File: config.mk
export PLATFORM = sky130hd
export DESIGN_NAME = ysyx_040066_cache_axi_bridge_flat
export DESIGN_NICKNAME = d
export VERILOG_FILES = /design/src/rtl/ysyx_040066_cache_axi_bridge_if.sv /design/src/rtl/ysyx_040066_cache_axi_bridge.sv /design/src/flat_wrapper.sv
export SDC_FILE = /design/constraint.sdc
export NUM_CORES = 1
export LEC_CHECK = 0
export ABC_AREA = 1
export BUFFER_PORTS_ARGS = -buffer_cell sky130_fd_sc_hd__buf_2
export CAP_MARGIN = 20
export CORE_AREA = 2 2 341 343
export CTS_CLUSTER_DIAMETER = 120
export DETAILED_ROUTE_END_ITERATION = 10
export DIE_AREA = 0 0 343 345
export PLACE_DENSITY_LB_ADDON = 0.08
export RECOVER_POWER = 100
export SETUP_SLACK_MARGIN = 0.3
export SLEW_MARGIN = 10
export SYNTH_ARGS = -nofsm -noshare
export SYNTH_HDL_FRONTEND = slang
export SYNTH_SLANG_ARGS = --single-unit
File: constraint.sdc
create_clock -name clk -period 4.8 [get_ports clk]
set_clock_uncertainty 0.1 [all_clocks]
set_input_delay 0.48 -clock clk [delete_from_list [all_inputs] [get_ports clk]]
set_output_delay 0.48 -clock clk [all_outputs]
set_load 0.005 [all_outputs]
File: src/rtl/ysyx_040066_cache_axi_bridge_if.sv
// AXI4 master-side bus bundle between the cache bridge and the interconnect.
// The bridge uses the master modport; the interconnect/slave model uses slave.
interface ysyx_040066_cache_axi_bridge_if #(
  parameter int ADDR_W = 32,
  parameter int DATA_W = 64
);
  logic [3:0]          arid;
  logic                arvalid;
  logic                arready;
  logic [ADDR_W-1:0]   araddr;
  logic [7:0]          arlen;
  logic [2:0]          arsize;
  logic [1:0]          arburst;

  logic                rvalid;
  logic                rready;
  logic [DATA_W-1:0]   rdata;
  logic [1:0]          rresp;
  logic                rlast;

  logic [3:0]          awid;
  logic                awvalid;
  logic                awready;
  logic [ADDR_W-1:0]   awaddr;
  logic [7:0]          awlen;
  logic [2:0]          awsize;
  logic [1:0]          awburst;

  logic                wvalid;
  logic                wready;
  logic [DATA_W-1:0]   wdata;
  logic [DATA_W/8-1:0] wstrb;
  logic                wlast;

  logic                bvalid;
  logic                bready;
  logic [1:0]          bresp;

  modport master (
    output arid, arvalid, araddr, arlen, arsize, arburst, input arready,
    input  rvalid, rdata, rresp, rlast, output rready,
    output awid, awvalid, awaddr, awlen, awsize, awburst, input awready,
    output wvalid, wdata, wstrb, wlast, input wready,
    input  bvalid, bresp, output bready
  );

  modport slave (
    input  arid, arvalid, araddr, arlen, arsize, arburst, output arready,
    output rvalid, rdata, rresp, rlast, input rready,
    input  awid, awvalid, awaddr, awlen, awsize, awburst, output awready,
    input  wvalid, wdata, wstrb, wlast, output wready,
    output bvalid, bresp, input bready
  );
endinterface

File: src/rtl/ysyx_040066_cache_axi_bridge.sv
// Cache line refill / write-back to AXI4 bridge: 8-beat INCR bursts for cached
// lines, single beats for uncached. Optional counters under CACHE_AXI_PERF_EN.
module ysyx_040066_cache_axi_bridge #(
  parameter int ADDR_W   = 32,
  parameter int DATA_W   = 64,
  parameter int LINE_LEN = 512
) (
  input  logic                clk,
  input  logic                rst_n,
  input  logic [ADDR_W-1:0]   addr_i,
  input  logic                rd_req_i,
  input  logic                wr_req_i,
  input  logic [LINE_LEN-1:0] wr_data_i,
  input  logic [7:0]          wr_strb_i,
  output logic                rd_ready_o,
  output logic [DATA_W-1:0]   rd_data_o,
  output logic                rd_last_o,
  output logic                rd_error_o,
  output logic                wr_ready_o,
  output logic                wr_error_o,
  ysyx_040066_cache_axi_bridge_if.master axi
`ifdef CACHE_AXI_PERF_EN
  ,
  output logic [31:0]         perf_rd_bursts_o,
  output logic [31:0]         perf_wr_bursts_o,
  output logic [31:0]         perf_stall_cycles_o
`endif
);

  localparam logic [7:0] BURST_LEN = 8'(LINE_LEN / DATA_W - 1);

  typedef enum logic [2:0] {
    S_IDLE = 3'd0,
    S_AR   = 3'd1,
    S_R    = 3'd2,
    S_WR   = 3'd3,
    S_B    = 3'd4
  } state_e;

  state_e              state_q, state_d;
  logic [ADDR_W-1:0]   addr_q, addr_d;
  logic [LINE_LEN-1:0] line_q, line_d;
  logic [7:0]          strb_q, strb_d;
  logic                unc_q, unc_d;
  logic [2:0]          cnt_q, cnt_d;
  logic                aw_done_q, aw_done_d;
  logic                w_done_q, w_done_d;

  logic       arvalid_s, rready_s, awvalid_s, wvalid_s, bready_s, wlast_s;
  logic       ar_hs_s, r_hs_s, aw_hs_s, w_hs_s, b_hs_s;
  logic [7:0] len_s;
  logic [8:0] beat_idx_s;
  logic       unused_resp_s;

  assign len_s      = unc_q ? 8'd0 : BURST_LEN;
  assign arvalid_s  = (state_q == S_AR);
  assign rready_s   = (state_q == S_R);
  // Each channel's valid drops once its own handshake is done; the other may still be pending.
  assign awvalid_s  = (state_q == S_WR) && !aw_done_q;
  assign wvalid_s   = (state_q == S_WR) && !w_done_q;
  assign bready_s   = (state_q == S_B);
  assign wlast_s    = (cnt_q == len_s[2:0]);
  assign beat_idx_s = {cnt_q, 6'd0};

  assign ar_hs_s = arvalid_s & axi.arready;
  assign r_hs_s  = rready_s  & axi.rvalid;
  assign aw_hs_s = awvalid_s & axi.awready;
  assign w_hs_s  = wvalid_s  & axi.wready;
  assign b_hs_s  = bready_s  & axi.bvalid;

  assign axi.arid    = 4'd0;
  assign axi.arvalid = arvalid_s;
  assign axi.araddr  = addr_q;
  assign axi.arlen   = len_s;
  assign axi.arsize  = 3'd3;
  assign axi.arburst = 2'b01;
  assign axi.rready  = rready_s;
  assign axi.awid    = 4'd0;
  assign axi.awvalid = awvalid_s;
  assign axi.awaddr  = addr_q;
  assign axi.awlen   = len_s;
  assign axi.awsize  = 3'd3;
  assign axi.awburst = 2'b01;
  assign axi.wvalid  = wvalid_s;
  assign axi.wdata   = line_q[beat_idx_s +: DATA_W];
  assign axi.wstrb   = unc_q ? strb_q : 8'hFF;
  assign axi.wlast   = wlast_s;
  assign axi.bready  = bready_s;

  assign rd_ready_o = r_hs_s;
  assign rd_data_o  = axi.rdata;
  assign rd_last_o  = axi.rlast;
  assign rd_error_o = r_hs_s & axi.rresp[1];
  assign wr_ready_o = b_hs_s;
  assign wr_error_o = b_hs_s & axi.bresp[1];

  assign unused_resp_s = axi.rresp[0] ^ axi.bresp[0];

  // Next-state logic for the transaction FSM and its latched request.
  always_comb begin
    state_d   = state_q;
    addr_d    = addr_q;
    line_d    = line_q;
    strb_d    = strb_q;
    unc_d     = unc_q;
    cnt_d     = cnt_q;
    aw_done_d = aw_done_q;
    w_done_d  = w_done_q;
    case (state_q)
      S_IDLE: begin
        cnt_d     = 3'd0;
        aw_done_d = 1'b0;
        w_done_d  = 1'b0;
        if (wr_req_i || rd_req_i) begin
          addr_d  = addr_i;
          line_d  = wr_data_i;
          strb_d  = wr_strb_i;
          unc_d   = ~addr_i[ADDR_W-1];
          state_d = wr_req_i ? S_WR : S_AR;
        end else begin
          state_d = S_IDLE;
        end
      end
      S_AR: begin
        if (axi.arready) begin
          state_d = S_R;
        end else begin
          state_d = S_AR;
        end
      end
      S_R: begin
        if (axi.rvalid) begin
          cnt_d   = cnt_q + 3'd1;
          state_d = axi.rlast ? S_IDLE : S_R;
        end else begin
          cnt_d   = cnt_q;
        end
      end
      S_WR: begin
        if (aw_hs_s) begin
          aw_done_d = 1'b1;
        end else begin
          aw_done_d = aw_done_q;
        end
        if (w_hs_s && wlast_s) begin
          w_done_d = 1'b1;
          cnt_d    = 3'd0;
        end else if (w_hs_s) begin
          cnt_d    = cnt_q + 3'd1;
        end else begin
          cnt_d    = cnt_q;
        end
        if ((aw_done_q || aw_hs_s) && (w_done_q || (w_hs_s && wlast_s))) begin
          state_d = S_B;
        end else begin
          state_d = S_WR;
        end
      end
      S_B: begin
        if (axi.bvalid) begin
          state_d = S_IDLE;
        end else begin
          state_d = S_B;
        end
      end
      default: begin
        state_d = S_IDLE;
      end
    endcase
  end

  // State and request registers.
  always_ff @(posedge clk or negedge rst_n) begin
    if (!rst_n) begin
      state_q   <= S_IDLE;
      addr_q    <= '0;
      line_q    <= '0;
      strb_q    <= 8'd0;
      unc_q     <= 1'b0;
      cnt_q     <= 3'd0;
      aw_done_q <= 1'b0;
      w_done_q  <= 1'b0;
    end else begin
      state_q   <= state_d;
      addr_q    <= addr_d;
      line_q    <= line_d;
      strb_q    <= strb_d;
      unc_q     <= unc_d;
      cnt_q     <= cnt_d;
      aw_done_q <= aw_done_d;
      w_done_q  <= w_done_d;
    end
  end

`ifdef CACHE_AXI_PERF_EN
  logic [31:0] perf_rd_q, perf_wr_q, perf_stall_q;
  logic        any_hs_s;

  assign any_hs_s = ar_hs_s | r_hs_s | aw_hs_s | w_hs_s | b_hs_s;

  // Burst and stall counters; wrap naturally at 2^32.
  always_ff @(posedge clk or negedge rst_n) begin
    if (!rst_n) begin
      perf_rd_q    <= 32'd0;
      perf_wr_q    <= 32'd0;
      perf_stall_q <= 32'd0;
    end else begin
      if (r_hs_s && axi.rlast) begin
        perf_rd_q <= perf_rd_q + 32'd1;
      end
      if (b_hs_s) begin
        perf_wr_q <= perf_wr_q + 32'd1;
      end
      if ((state_q != S_IDLE) && !any_hs_s) begin
        perf_stall_q <= perf_stall_q + 32'd1;
      end
    end
  end

  assign perf_rd_bursts_o    = perf_rd_q;
  assign perf_wr_bursts_o    = perf_wr_q;
  assign perf_stall_cycles_o = perf_stall_q;
`endif

endmodule

File: src/flat_wrapper.sv
// flat-port wrapper written by rule: the top's interface ports become plain ports
module ysyx_040066_cache_axi_bridge_flat 
#(
  parameter int ADDR_W   = 32,
  parameter int DATA_W   = 64,
  parameter int LINE_LEN = 512
)
  (clk, rst_n, addr_i, rd_req_i, wr_req_i, wr_data_i, wr_strb_i, rd_ready_o, rd_data_o, rd_last_o, rd_error_o, wr_ready_o, wr_error_o, axi_arid, axi_arvalid, axi_araddr, axi_arlen, axi_arsize, axi_arburst, axi_arready, axi_rvalid, axi_rdata, axi_rresp, axi_rlast, axi_rready, axi_awid, axi_awvalid, axi_awaddr, axi_awlen, axi_awsize, axi_awburst, axi_awready, axi_wvalid, axi_wdata, axi_wstrb, axi_wlast, axi_wready, axi_bvalid, axi_bresp, axi_bready);
  ysyx_040066_cache_axi_bridge_if #(.ADDR_W(ADDR_W), .DATA_W(DATA_W)) axi_i ();
  input  logic clk;
  input  logic rst_n;
  input  logic [ADDR_W-1:0] addr_i;
  input  logic rd_req_i;
  input  logic wr_req_i;
  input  logic [LINE_LEN-1:0] wr_data_i;
  input  logic [7:0] wr_strb_i;
  output logic rd_ready_o;
  output logic [DATA_W-1:0] rd_data_o;
  output logic rd_last_o;
  output logic rd_error_o;
  output logic wr_ready_o;
  output logic wr_error_o;
  output wire logic [$bits(axi_i.arid)-1:0] axi_arid;
  output wire logic [$bits(axi_i.arvalid)-1:0] axi_arvalid;
  output wire logic [$bits(axi_i.araddr)-1:0] axi_araddr;
  output wire logic [$bits(axi_i.arlen)-1:0] axi_arlen;
  output wire logic [$bits(axi_i.arsize)-1:0] axi_arsize;
  output wire logic [$bits(axi_i.arburst)-1:0] axi_arburst;
  input wire logic [$bits(axi_i.arready)-1:0] axi_arready;
  input wire logic [$bits(axi_i.rvalid)-1:0] axi_rvalid;
  input wire logic [$bits(axi_i.rdata)-1:0] axi_rdata;
  input wire logic [$bits(axi_i.rresp)-1:0] axi_rresp;
  input wire logic [$bits(axi_i.rlast)-1:0] axi_rlast;
  output wire logic [$bits(axi_i.rready)-1:0] axi_rready;
  output wire logic [$bits(axi_i.awid)-1:0] axi_awid;
  output wire logic [$bits(axi_i.awvalid)-1:0] axi_awvalid;
  output wire logic [$bits(axi_i.awaddr)-1:0] axi_awaddr;
  output wire logic [$bits(axi_i.awlen)-1:0] axi_awlen;
  output wire logic [$bits(axi_i.awsize)-1:0] axi_awsize;
  output wire logic [$bits(axi_i.awburst)-1:0] axi_awburst;
  input wire logic [$bits(axi_i.awready)-1:0] axi_awready;
  output wire logic [$bits(axi_i.wvalid)-1:0] axi_wvalid;
  output wire logic [$bits(axi_i.wdata)-1:0] axi_wdata;
  output wire logic [$bits(axi_i.wstrb)-1:0] axi_wstrb;
  output wire logic [$bits(axi_i.wlast)-1:0] axi_wlast;
  input wire logic [$bits(axi_i.wready)-1:0] axi_wready;
  input wire logic [$bits(axi_i.bvalid)-1:0] axi_bvalid;
  input wire logic [$bits(axi_i.bresp)-1:0] axi_bresp;
  output wire logic [$bits(axi_i.bready)-1:0] axi_bready;
  assign axi_arid = axi_i.arid;
  assign axi_arvalid = axi_i.arvalid;
  assign axi_araddr = axi_i.araddr;
  assign axi_arlen = axi_i.arlen;
  assign axi_arsize = axi_i.arsize;
  assign axi_arburst = axi_i.arburst;
  assign axi_i.arready = axi_arready;
  assign axi_i.rvalid = axi_rvalid;
  assign axi_i.rdata = axi_rdata;
  assign axi_i.rresp = axi_rresp;
  assign axi_i.rlast = axi_rlast;
  assign axi_rready = axi_i.rready;
  assign axi_awid = axi_i.awid;
  assign axi_awvalid = axi_i.awvalid;
  assign axi_awaddr = axi_i.awaddr;
  assign axi_awlen = axi_i.awlen;
  assign axi_awsize = axi_i.awsize;
  assign axi_awburst = axi_i.awburst;
  assign axi_i.awready = axi_awready;
  assign axi_wvalid = axi_i.wvalid;
  assign axi_wdata = axi_i.wdata;
  assign axi_wstrb = axi_i.wstrb;
  assign axi_wlast = axi_i.wlast;
  assign axi_i.wready = axi_wready;
  assign axi_i.bvalid = axi_bvalid;
  assign axi_i.bresp = axi_bresp;
  assign axi_bready = axi_i.bready;
  ysyx_040066_cache_axi_bridge #(.ADDR_W(ADDR_W), .DATA_W(DATA_W), .LINE_LEN(LINE_LEN)) u_core (.clk(clk), .rst_n(rst_n), .addr_i(addr_i), .rd_req_i(rd_req_i), .wr_req_i(wr_req_i), .wr_data_i(wr_data_i), .wr_strb_i(wr_strb_i), .rd_ready_o(rd_ready_o), .rd_data_o(rd_data_o), .rd_last_o(rd_last_o), .rd_error_o(rd_error_o), .wr_ready_o(wr_ready_o), .wr_error_o(wr_error_o), .axi(axi_i));
endmodule
==> impl_summary.txt <==
----------------------------------------------------
[Yosys]
  Netlist cell types ... 27
  Cell area after synthesis ... 0.0264 mm2
  Warning count from the yosys run ... 0
  Portion of the post-synthesis area used by sequential elements ... 53.1%
  Post-Synthesis Cells ... 3,455
  Mean area per synthesized cell ... 7.65 um2
  Flip-flop and latch count after synthesis ... roughly 560

[Setup path]
  Cell type group with the largest total delay on the critical path ... compound AO/OA/AOI/OAI gates
  Worst r2r dst ... u_core.axi.araddr[1]
  First element of the critical path ... u_core.cnt_q[1]
  FF-to-FF Start ... u_core.state_q[0]
  Worst-case register-to-register setup slack ... roughly 0.8 ns
  Worst reg2reg path depth ... 8
  Worst stage delay on the critical path ... between 0.7 and 0.8 ns
  Category of the most critical setup path ... reg -> out
  Data arrival time of the critical path ... 3.54 ns
  Data required time of the critical path ... 4.22 ns
  Type of destination of the critical path ... primary output
  Top fanout value on the critical path ... 64
  Cell-by-cell listing of the critical path ... inv_4, o21ai_0, o22ai_1, nand2_1, o211ai_1, clkbuf_1
  Total stage count of the critical path ... 6
  WP buf/inv ... 2
  Setup crit end ... axi_wdata[33]
  Critical path launch point type ... register
  Critical Path Slowest Stage Cell ... inv_4

[Drt]
  DR pass1 iterations ... 5
  Total vias in the final route ... 26,200
  Post-Route WL ... 120,000 um
  Residual antenna-violating net count after detailed routing ... 0
  Drt drc ... 0
  First-iteration detailed-routing DRC count ... 1,561
  Vias/cell ... 4.29
  Post-detailed-route wirelength per cell ... 19.7 um

[Power and ir drop]
  Int Power ... 13.8 mW
  Power density over the cells ... 633 mW/mm2
  Logic gate share of total power ... a little over two fifths
  Total power after layout ... 24.2 mW
  Share of power burned in the clock network ... 23.1%
  Sequential fraction of design power ... 34.6%
  Largest vdd supply drop ... 0.000294 V
  P_leak ... between 15 and 20 nW
  Switching portion of total power ... 43.2%
  Switching component of the power ... roughly 10 mW

[STA]
  Headroom to the max-slew limit ... -103%
  Count of final setup violators ... 0
  WHS ... between 0.04 and 0.05 ns
  RSZ-0062 raised after global routing ... no
  Setup TNS ... 0 ns
  Clock period minus worst slack ... 4.12 ns
  Share of the clock period used by the worst path after layout ... 85.8%
  Fmax achieved ... 243 MHz
  Final worst-path setup slack ... between 0.6 and 0.7 ns
  Final Hold Fails ... 0
  Max-slew violations ... 583
  Worst Tran Pin Value ... roughly 3.0 ns

[Clocking]
  Num CTS Buffers ... 74
  Count of instances resized after the clock tree is built ... 0
  Number of H-tree levels ... 3
  Total number of clock tree sinks ... 561
  Clock buffer depth ... 3
  Clock latency at the later pin of the worst-skew pair ... about 0.64 ns
  TritonCTS clock tree ... built
  Clock slew at reported path FFs ... 0.05 ns
  Cell chosen for the clock root ... clkbuf_16
  Buffer count from post-CTS setup fixing ... 0

[Die]
  I/O pin total ... 875
  Effective utilization at floorplan ... 23.0%
  Site row count ... 125
  Die outline height ... ~350 um
  Die width ... 343 um
  Area of the placeable core ... 0.115 mm2
  Die Area ... between 0.1 and 0.15 mm2

[Final layout]
  Post-route cell area ... 0.0382 mm2
  Share of final-layout standard cells stronger than drive strength 1 ... 17.7%
  Most frequent cells in the layout ... 1,810 x nand2_1, 641 x buf_2, 558 x dfrtp_1
  Most common cell after layout, fill and taps aside ... nand2_1
  Area delta synth->final ... 44.7%
  Final core utilization ... 33.2%
  Count of non-filler cells in the finished layout ... 6,110
  Final-stage net count ... 5,148

[Global route]
  Pin count of the biggest net entering global routing ... roughly 160
  Grt total ovfl ... 0
  Global-route wire length before repair ... 177,000 um
  Via count of the first global-routing pass ... 26,900
  Initial antenna violation count ... 31
  Overall routing resource usage ... 19.9%

[Place]
  Placed cell area ... 0.0305 mm2
  Estimated wirelength of the detail-placed design ... 79,300 um
  Last weighted congestion value of the routability-driven placer ... 0.787
  Pre-CTS setup slack ... 1.49 ns
  # placed instances ... between 5,000 and 6,000
  Port bufs ... 716

[Run status]
  Status ... finished, violations left
  Violated checks ... max-capacitance violations, max-slew violations

[Worst hold path]
  Hold/Removal Path Class ... in -> reg

[Flow run]
  Max-cap viol count ... 7

----------------------------------------------------
## state kept, by name, indices dropped and copies added, names as in the netlist
name / cells
u_core.w_done_q: 1
u_core.strb_q: 8
u_core.axi.araddr: 32
u_core.line_q: 512
u_core.aw_done_q: 1
u_core.unc_q: 1
u_core.state_q: 3
u_core.cnt_q: 3
## cell usage after synthesis, drive strengths merged
library cell / n / area share (%)
and3: 1 / 0.024
nor2: 268 / 3.8
nor3b: 2 / 0.057
o22ai: 98 / 2.3
inv: 19 / 0.27
or2: 8 / 0.19
o21a: 1 / 0.028
nand4: 2 / 0.047
o211ai: 30 / 0.85
clkbuf: 65 / 0.93
conb: 2 / 0.028
o21ai: 263 / 5.0
nand3: 4 / 0.076
dfrtp: 561 / 53
buf: 286 / 6.9
nor3: 30 / 0.57
nand2: 1810 / 26
a21oi: 3 / 0.057
clkinv: 1 / 0.014
ha: 1 / 0.047
## how the worst min path moves through the flow
stage,depth (start not counted),startpoint,endpoint
finish,3,wr_data_i[482],u_core.line_q[482]
global route,3,wr_data_i[482],u_core.line_q[482]
CTS,3,wr_data_i[482],u_core.line_q[482]
detailed placement,2,u_core.line_q[339],u_core.line_q[339]
global placement,2,u_core.strb_q[3],u_core.strb_q[3]
floorplan,0,rst_n,u_core.aw_done_q
## per-layer routing
metal	share of wire, %	track usage [%]	vias up
met5	0.096	0	-
met4	2.6	5.32	20
met3	4.7	3.57	198
met2	45	31.1	591
met1	47	28.1	12600
li1	-	-	12800
## worst register-to-register path, stage by stage (launching register included)
cell and delay (ns):
dfrtp_1 0.42, nor2_1 0.15, nand2_1 0.06, inv_1 0.15, o21ai_0 0.40, inv_8 0.79, clkbuf_2 1.47, nand2_1 0.27
nand2_1 0.13
## power groups by stage
| stage | Combinational (mW) | Clock (mW) | Sequential, mW |
|---|---|---|---|
| after detailed placement | 10.1 | 0 | 8.42 |
| after global routing | 11.6 | 5.99 | 8.67 |
| after floorplan | 6.46 | 0 | 7.93 |
| final | 10.2 | 5.59 | 8.38 |
| after CTS | 10.6 | 5.79 | 8.38 |
| after global placement | 10.1 | 0 | 8.44 |
## what timing repair did
item,in CTS,in global routing
hold buffers,553,0
endpoints found under the setup margin,0,0
endpoints found under the hold margin,641,0
## logic make-up after synthesis
kind of cell / Yosys count / synth area share [%]
AOI/OAI and AO/OA: 395 / 8.25
adders and majority gates: 1 / 0.0473
buffers and inverters: 371 / 8.11
DFF: 561 / 53.1
other: 2 / 0.0284
and+or+nand+nor: 2125 / 30.5
## layout make-up
class | count | area, um2
Clock inverter | 24 | 289
Tap cell | 1524 | 1910
Multi-Input combinational cell | 2549 | 10400
Fill cell | 12600 | 76900
Clock buffer | 105 | 2070
Inverter | 20 | 92.6
Timing Repair Buffer | 1311 | 9450
Antenna cell | 16 | 40.0
Sequential cell | 561 | 14000
No activity file was read; power rests on OpenSTA's default activity.
